`src/rtl/entrada_botones_if.sv`:
```
// ============================================================================
//  Module      : entrada_botones_if
//  Description : Button-side bundle for the input conditioning stage. It carries
//                the four raw push-buttons in and the action pulses and
//                test-mode levels out.
//                master : drives the raw buttons and receives the conditioned outputs
//                slave  : the conditioning stage itself
//  Revision    : 1.0 - initial release
// ============================================================================
`default_nettype none

interface entrada_botones_if;
  logic btn_comer_raw;
  logic btn_jugar_raw;
  logic btn_descansar_raw;
  logic btn_test_raw;
  logic comer;
  logic jugar;
  logic descansar;
  logic test;
  logic acelerar;

  modport master (
    output btn_comer_raw, btn_jugar_raw, btn_descansar_raw, btn_test_raw,
    input  comer, jugar, descansar, test, acelerar
  );

  modport slave (
    input  btn_comer_raw, btn_jugar_raw, btn_descansar_raw, btn_test_raw,
    output comer, jugar, descansar, test, acelerar
  );
endinterface

`default_nettype wire

```
`src/rtl/entrada_botones.sv`:
```
// ============================================================================
//  Module      : entrada_botones
//  Description : Input conditioning for the pet FSM. It synchronises and
//                debounces four raw buttons. It emits one-cycle, priority-
//                arbitrated action pulses (comer > jugar > descansar). A long
//                press on the test button toggles test mode.
//  Ports       : clk  - system clock
//                rst  - synchronous reset, active-high
//                io   - entrada_botones_if.slave (raw buttons in; comer, jugar,
//                       descansar pulses and test/acelerar levels out)
//  Revision    : 1.0 - initial release
// ============================================================================
`default_nettype none

module entrada_botones #(
  parameter int DEB_CYCLES  = 50000,
  parameter int HOLD_CYCLES = 250000000,
  parameter int DEB_W       = 16,
  parameter int HOLD_W      = 28
) (
  input  wire logic          clk,
  input  wire logic          rst,
  entrada_botones_if.slave   io
);

  localparam logic [DEB_W-1:0]  c_deb_last  = DEB_W'(DEB_CYCLES - 1);
  localparam logic [HOLD_W-1:0] c_hold_last = HOLD_W'(HOLD_CYCLES - 1);
  localparam logic [HOLD_W-1:0] c_hold_max  = HOLD_W'(HOLD_CYCLES);

  // Bit order: [0]=comer, [1]=jugar, [2]=descansar, [3]=test
  logic [3:0] w_raw;
  logic [3:0] r_sync1;
  logic [3:0] r_sync2;
  logic [3:0] w_stable;
  logic [2:0] r_stable_d;
  logic [2:0] w_rise;

  assign w_raw = {io.btn_test_raw, io.btn_descansar_raw, io.btn_jugar_raw, io.btn_comer_raw};

  always_ff @(posedge clk) begin
    if (rst) begin
      r_sync1 <= '0;
      r_sync2 <= '0;
    end else begin
      r_sync1 <= w_raw;
      r_sync2 <= r_sync1;
    end
  end

  // The counter only runs while the synchronised level disagrees with the
  // accepted level. Any agreeing sample restarts it, so a glitch shorter than
  // DEB_CYCLES never reaches the stable level.
  for (genvar gi = 0; gi < 4; gi++) begin : g_deb
    logic [DEB_W-1:0] r_cnt;
    logic             r_stable;

    always_ff @(posedge clk) begin
      if (rst) begin
        r_cnt    <= '0;
        r_stable <= 1'b0;
      end else if (r_sync2[gi] != r_stable) begin
        if (r_cnt == c_deb_last) begin
          r_stable <= r_sync2[gi];
          r_cnt    <= '0;
        end else begin
          r_cnt <= r_cnt + 1'b1;
        end
      end else begin
        r_cnt <= '0;
      end
    end

    assign w_stable[gi] = r_stable;
  end

  // Rising edges of the action buttons. Simultaneous edges are resolved by
  // fixed priority, and the losers are dropped.
  assign w_rise = w_stable[2:0] & ~r_stable_d;

  logic r_comer;
  logic r_jugar;
  logic r_descansar;

  always_ff @(posedge clk) begin
    if (rst) begin
      r_stable_d  <= '0;
      r_comer     <= 1'b0;
      r_jugar     <= 1'b0;
      r_descansar <= 1'b0;
    end else begin
      r_stable_d  <= w_stable[2:0];
      r_comer     <= w_rise[0];
      r_jugar     <= w_rise[1] & ~w_rise[0];
      r_descansar <= w_rise[2] & ~w_rise[1] & ~w_rise[0];
    end
  end

  // Test-mode FSM driven by the debounced test level.
  typedef enum logic [1:0] {
    T_IDLE  = 2'd0,
    T_COUNT = 2'd1,
    T_DONE  = 2'd2
  } t_state_e;

  t_state_e          r_state;
  logic [HOLD_W-1:0] r_hold_cnt;
  logic              r_test_mode;
  logic              r_test;
  logic              r_acelerar;
  logic              w_tst;

  assign w_tst = w_stable[3];

  always_ff @(posedge clk) begin
    if (rst) begin
      r_state     <= T_IDLE;
      r_hold_cnt  <= '0;
      r_test_mode <= 1'b0;
      r_test      <= 1'b0;
      r_acelerar  <= 1'b0;
    end else begin
      // Outputs trail test_mode by one cycle.
      r_test     <= r_test_mode;
      r_acelerar <= r_test_mode;
      case (r_state)
        T_IDLE: begin
          if (w_tst) begin
            r_state    <= T_COUNT;
            r_hold_cnt <= HOLD_W'(1);
          end
        end
        T_COUNT: begin
          if (!w_tst) begin
            r_state    <= T_IDLE;
            r_hold_cnt <= '0;
          end else if (r_hold_cnt == c_hold_last) begin
            // The count reaches HOLD_CYCLES here and then saturates in T_DONE.
            r_hold_cnt  <= c_hold_max;
            r_test_mode <= ~r_test_mode;
            r_state     <= T_DONE;
          end else begin
            r_hold_cnt <= r_hold_cnt + 1'b1;
          end
        end
        T_DONE: begin
          if (!w_tst) begin
            r_state    <= T_IDLE;
            r_hold_cnt <= '0;
          end
        end
        default: begin
          r_state    <= T_IDLE;
          r_hold_cnt <= '0;
        end
      endcase
    end
  end

  assign io.comer     = r_comer;
  assign io.jugar     = r_jugar;
  assign io.descansar = r_descansar;
  assign io.test      = r_test;
  assign io.acelerar  = r_acelerar;

endmodule

`default_nettype wire

```
`src/flat_wrapper.sv`:
```
// flat-port wrapper written by rule: the top's interface ports become plain ports
module entrada_botones_flat 
#(
  parameter int DEB_CYCLES  = 50000,
  parameter int HOLD_CYCLES = 250000000,
  parameter int DEB_W       = 16,
  parameter int HOLD_W      = 28
)
  (clk, rst, io_btn_comer_raw, io_btn_jugar_raw, io_btn_descansar_raw, io_btn_test_raw, io_comer, io_jugar, io_descansar, io_test, io_acelerar);
  entrada_botones_if io_i ();
  input  wire logic clk;
  input  wire logic rst;
  input wire logic [$bits(io_i.btn_comer_raw)-1:0] io_btn_comer_raw;
  input wire logic [$bits(io_i.btn_jugar_raw)-1:0] io_btn_jugar_raw;
  input wire logic [$bits(io_i.btn_descansar_raw)-1:0] io_btn_descansar_raw;
  input wire logic [$bits(io_i.btn_test_raw)-1:0] io_btn_test_raw;
  output wire logic [$bits(io_i.comer)-1:0] io_comer;
  output wire logic [$bits(io_i.jugar)-1:0] io_jugar;
  output wire logic [$bits(io_i.descansar)-1:0] io_descansar;
  output wire logic [$bits(io_i.test)-1:0] io_test;
  output wire logic [$bits(io_i.acelerar)-1:0] io_acelerar;
  assign io_i.btn_comer_raw = io_btn_comer_raw;
  assign io_i.btn_jugar_raw = io_btn_jugar_raw;
  assign io_i.btn_descansar_raw = io_btn_descansar_raw;
  assign io_i.btn_test_raw = io_btn_test_raw;
  assign io_comer = io_i.comer;
  assign io_jugar = io_i.jugar;
  assign io_descansar = io_i.descansar;
  assign io_test = io_i.test;
  assign io_acelerar = io_i.acelerar;
  entrada_botones #(.DEB_CYCLES(DEB_CYCLES), .HOLD_CYCLES(HOLD_CYCLES), .DEB_W(DEB_W), .HOLD_W(HOLD_W)) u_core (.clk(clk), .rst(rst), .io(io_i));
endmodule
```
`config.mk`:
```
export PLATFORM = sky130hd
export DESIGN_NAME = entrada_botones_flat
export DESIGN_NICKNAME = d
export VERILOG_FILES = /design/src/rtl/entrada_botones_if.sv /design/src/rtl/entrada_botones.sv /design/src/flat_wrapper.sv
export SDC_FILE = /design/constraint.sdc
export NUM_CORES = 1
export LEC_CHECK = 0
export ABC_AREA = 0
export CORE_MARGIN = 2
export CORE_UTILIZATION = 39
export DETAILED_ROUTE_END_ITERATION = 8
export PLACE_DENSITY_LB_ADDON = 0.1
export RECOVER_POWER = 50
export SLEW_MARGIN = 25
export SYNTH_ARGS = -nofsm -noshare
export SYNTH_HDL_FRONTEND = slang
export SYNTH_SLANG_ARGS = --single-unit
export TNS_END_PERCENT = 5
```
`constraint.sdc`:
```
create_clock -name clk -period 1.9 [get_ports clk]
set_input_delay 0.57 -clock clk [delete_from_list [all_inputs] [get_ports clk]]
set_output_delay 0.57 -clock clk [all_outputs]
set_load 0.05 [all_outputs]
```
### Word-level counts from Yosys, hierarchy flattened

Cells that the tools add are included.
Widths: inputs -> output; s select.

* reductions and logical operators: 12
* eq/ne operators: 14
* bitwise logic cells: 12
* add/subtract/negate cells: 5
* muxes and demuxes: 10

Operators with widths (count)
* $mux 28: 4
* $pmux 28 s3: 1
* $add 16x1->16 const B: 4
* $eq 16x16->1 const B: 4
* $add 28x1->28 const B: 1
* $eq 28x28->1 const B: 1
* $reduce_or 3->1: 4
* $reduce_and 2->1: 5
* $mux 2: 4
* $not 1->1: 7
* $pmux 2 s3: 1
* $reduce_and 3->1: 2
* $ne 1x1->1: 4
* $and 1x1->1: 3
* $and 3x3->3: 1
* $ne 3x3->1 const B: 1
* $not 3->3: 1
* $eq 2x1->1 const B: 1
* $eq 2x2->1 const B: 1
* $logic_not 2->1: 1
* $ne 2x1->1 const B: 1
* $ne 2x2->1 const B: 1

* output and inout port bits: 5
* register bits: 114
* input bits: 6
* word-level logic and storage cells: 71

### Depth between registers and ports, before layout

* word-level depth: 5
* depth in mapped cells: 8
* mapped depth without buffers: 6

### Least setup slack after synthesis

Ideal clock, no wire load.

* kind: register to register
* start point: reg u_core.r_hold_cnt[0]
* end point: reg u_core.r_hold_cnt[20]
* library setup time: 0.074 ns
* required time: 1.826 ns
* cell stages (with the launch flop): 8
* path buffers: 1
* data arrival time: 1.825 ns
* period minus slack after synthesis: 1.900 ns
* setup slack: 0.000 ns
* cells stage by stage: dfxtp_1 > ha_1 > nand4_1 > nor3_1 > buf_2 > nand3_1 > or4_1 > a31oi_1

* word-level cells in the longest chain between the ends: 4
* elaborated cells on any way between the ends: 5
* classes of those cells: 1 x add/sub; 1 x eq/ne; 3 x mux

RTL lines
* start, declared: RTL line entrada_botones.sv:106 `logic [HOLD_W-1:0] r_hold_cnt;`
* start signal, assigned: RTL line entrada_botones.sv:138 `r_hold_cnt <= c_hold_max;`
* start signal, assigned: RTL line entrada_botones.sv:142 `r_hold_cnt <= r_hold_cnt + 1'b1;`
* $add 28x1->28 or $eq 28x28->1 (tied branches): RTL line entrada_botones.sv:142, entrada_botones.sv:136
* $mux 28 (*): RTL line entrada_botones.sv:136 `end else if (r_hold_cnt == c_hold_last) begin`
* $mux 28 (*): RTL line entrada_botones.sv:133 `if (!w_tst) begin`
* $pmux 28 s3 (*): RTL line entrada_botones.sv:125 `case (r_state)`

Mark *: on every way between the ends. The rest lies on a longest branch, timed or not.
A chain may end at the register's enable or synchronous reset.

### Worst setup path after layout

* start point: reg u_core.r_hold_cnt[20]
* end point: reg u_core.r_hold_cnt[20]

Same word-level chain as after synthesis.

==> flow_metrics.py <==
metrics = {
    "final_layout": {
        "stdcell_area_um2": 6450,
        "area_delta_synth_final_pct": 27.7,
        "final_common_cell": "sky130_fd_sc_hd__dfxtp_1",
        "drive_above_1_share_pct": 18.4,
        "antenna-diode-count": 0,
        "final-instance-count-excl-fill": 834,
        "filler_cell_count": 1227,
        "post_layout_nets": 660,
        "area_used_by_multi_input_combinational_logic_um2": 2720,
        "most-common-layout-cells": "sky130_fd_sc_hd__dfxtp_1 (111), sky130_fd_sc_hd__nor2_1 (103), sky130_fd_sc_hd__buf_4 (55)",
        "regArea_um2": 2290,
    },
    "critical_path": {
        "criticalPathCategory": "reg2reg",
        "cp.arrival_ns": 2.19,
        "critPathMaxFanout": 7,
        "worst_path_largest_cell_delay_ns": 0.54,
        "required_arrival_time_at_the_worst_endpoint_ns": 2.20,
        "start_kind": "flip-flop",
        "setup.worst_path.end_class": "flip-flop",
        "crit_path_cell_trace": "or4_4 -> nor4_4 -> buf_4 -> and3_4 -> or4_1 -> a31oi_1",
        "reg2regPathDepth": 6,
        "critical_path.slowest_cell": "sky130_fd_sc_hd__or4_4",
    },
    "outcome": {
        "status": "finished, final reports clean",
    },
    "routing": {
        "routed_via_density": 5.01,
        "drt-wirelength-per-cell_um": 13.0,
        "wirelength_mm": 10.9,
        "detail_route.drc_violations": 0,
        "route.antenna.remaining_nets": 0,
        "via_total_after_detailed_routing": 4179,
        "first_iter_violations": 220,
        "drtPass1Iterations": 5,
    },
    "sta": {
        "timing.final.crit_share_pct": 99.7,
        "finalWorstPathRequiredPeriod_ns": 1.89,
        "post-route-worst-setup-slack_ns": 0.00596,
        "clock_skew_ns": 0.00622,
        "max_slew.worst_pin.slew_ns": 0.381,
        "finalSetupTns_ns": 0,
        "maxSlewHeadroom_pct": 74.4,
        "finalSetupViolations": 0,
        "timing_hold_violations_final": 0,
        "rsz_0062_raised_after_global_routing": "yes",
        "timing.final.max_slew_violations": 0,
        "fmax_mhz": 528,
    },
    "floorplanning": {
        "die-height_um": 118,
        "floorplan.io_pins": 11,
        "num_rows": 41,
        "die_width_um": 118,
        "design.die.area_um2": 13900,
        "core_area_um2": 12600,
        "floorplan.initialDensity_pct": 40.0,
    },
    "clock_tree": {
        "numCtsBuffers": 17,
        "cts.clk_slew.worst_paths_ns": 0.05,
        "clock_sinks": 114,
        "clock_path_buffers": 2,
        "clk-insertion-delay-late_ns": 0.42,
        "cts_tree": "yes",
        "h_tree_level_count": 4,
        "clock_tree.root_cell": "sky130_fd_sc_hd__clkbuf_16",
    },
    "power_and_ir_drop": {
        "design_power_total_w": 0.00580,
        "p_sw_w": 0.00119,
        "irDropWorstVdd_uv": 549,
        "pwr-share-clk_pct": 57.1,
        "leakage_power_nw": 2.25,
        "power_switching_share_pct": 20.5,
        "share_seq_of_total_power_pct": 41.6,
        "p_per_area_nw_per_um2": 899,
        "internal_power_w": 0.00461,
        "comb_power_share_pct": 1.3,
    },
    "global_route": {
        "grt_use_total_pct": 16.3,
        "grt_pass1_wl_mm": 18.4,
        "globalRouteOverflowTotal": 0,
        "largest_net_degree_at_the_start_of_global_routing": 17,
        "number_of_global_route_vias_before_repair": 3995,
        "antenna_violations_before_repair": 0,
    },
    "place": {
        "globalplace.congestion": 0.803,
        "dp_hpwl_mm": 7.25,
        "placed_cell_area_um2": 5670,
        "place.port_buffers": 10,
        "cell_count_after_placement": 792,
        "detailedPlace.worstSlack_ns": -0.0630,
    },
    "yosys": {
        "netlist_area_um2": 5050,
        "mappedNetlistNets": 588,
        "synth_edf_count": 0,
        "netlist_instances": 577,
        "yosys_warnings": 0,
        "distinct_cell_type_count_after_synthesis": 50,
        "synth-async-reset-ratio_pct": 0,
        "synth-seq-cells": 114,
        "dominantRegCellSynth": "sky130_fd_sc_hd__dfxtp_1",
        "seq_area_frac_synth_pct": 45.2,
        "synth.avg_cell_area_um2": 8.75,
    },
    "min_path": {
        "hp-class": "reg2reg",
        "worstHoldPathCells": 1,
    },
    "flow_run": {
        "drv.max_cap_violation_count": 0,
    },
}
## what timing repair did
action | in CTS | in global routing
setup buffers | 3 | 6
resized for setup | 1 | 25
cloned | 0 | 1
setup endpoints to repair | 20 | 71
hold buffers | 0 | 0
pin swaps | 4 | 17
hold endpoints to repair | 0 | 0
## power by group through the flow
stage,sequential [W],combinational [W],clock (W)
5_1_grt,0.00241,0.0000824,0.00350
2_1_floorplan,0.00246,0.0000390,0
3_3_place_gp,0.00246,0.0000761,0
4_1_cts,0.00241,0.0000779,0.00340
6_report,0.00241,0.0000755,0.00331
3_5_place_dp,0.00246,0.0000775,0
## sequential cells by signal (all words and copies together) (netlist names), 2 cells and up
signal / count
u_core.r_hold_cnt: 28
u_core.r_sync1: 4
u_core.g_deb.r_cnt: 64
u_core.r_sync2: 4
u_core.r_state: 2
u_core.g_deb.r_stable: 4
u_core.r_stable_d: 3
## metal layers
layer	wire (um)	vias to the layer above	share of wire [%]	global-route usage, %
met5	0	-	0	0
met4	187	0	1.7	7.23
met3	440	15	4.0	4.75
met2	4990	59	46	25.5
met1	5250	1962	48	20.9
li1	-	2143	-	-
## kinds of logic after synthesis
logic type,after synthesis,share of synthesized area [%]
DFF,114,45.2
xor gates and xnor gates,67,11.6
buffers and inverters,34,2.95
muxes,4,0.793
and+or+nand+nor,296,30.8
adders and majority gates,5,1.24
AOI/OAI and AO/OA,57,7.43
## worst paths after layout
kind / start / to / slack, ns
hold reg to reg: u_core.r_stable_d[2] / u_core.io.descansar / 0.40
setup / recovery: u_core.r_hold_cnt[20] / u_core.r_hold_cnt[20] / 0.006
hold / removal: u_core.r_stable_d[2] / u_core.io.descansar / 0.40
setup reg to reg: u_core.r_hold_cnt[20] / u_core.r_hold_cnt[20] / 0.006
## through the flow
stage	util, %	hold slack [ns]
2_1_floorplan	-	0.374
3_3_place_gp	44.9	0.397
3_5_place_dp	44.9	0.385
4_1_cts	50.1	0.397
5_1_grt	51.1	0.411
6_report	51.1	0.397
## layout make-up
class,count,share of cell area (%)
well taps,172,3.34
flip-flops and latches,114,35.4
multi-input cells,430,42.2
repair buffers,72,8.58
clock inverters,11,2.37
inverters,14,0.815
clock buffers,21,7.30
## worst max-delay path, delay by kind of cell, from the launching register on
kind | cells | cell delay, ns
buffers and inverters | 1 | 0.18
AOI/OAI and AO/OA | 1 | 0.09
and+or+nand+nor | 4 | 1.19
DFF | 1 | 0.31
## cell usage after synthesis, types with 7 or more instances
cell / instances / share of area (%)
sky130_fd_sc_hd__nor3_1: 13 / 1.3
sky130_fd_sc_hd__and4_1: 7 / 1.2
sky130_fd_sc_hd__o21ai_0: 11 / 1.1
sky130_fd_sc_hd__dfxtp_1: 114 / 45
sky130_fd_sc_hd__buf_2: 8 / 0.79
sky130_fd_sc_hd__nand3_1: 32 / 3.2
sky130_fd_sc_hd__xor2_1: 34 / 5.9
sky130_fd_sc_hd__inv_1: 14 / 1.0
sky130_fd_sc_hd__xnor2_1: 33 / 5.7
sky130_fd_sc_hd__nor2b_1: 19 / 2.4
sky130_fd_sc_hd__or3_1: 9 / 1.1
sky130_fd_sc_hd__nor2_1: 103 / 7.7
sky130_fd_sc_hd__and3_1: 11 / 1.4
sky130_fd_sc_hd__nand4_1: 23 / 2.8
sky130_fd_sc_hd__clkbuf_1: 10 / 0.74
sky130_fd_sc_hd__nand2_1: 35 / 2.6
sky130_fd_sc_hd__a21oi_1: 16 / 1.6
No activity file was read; power rests on OpenSTA's default activity.
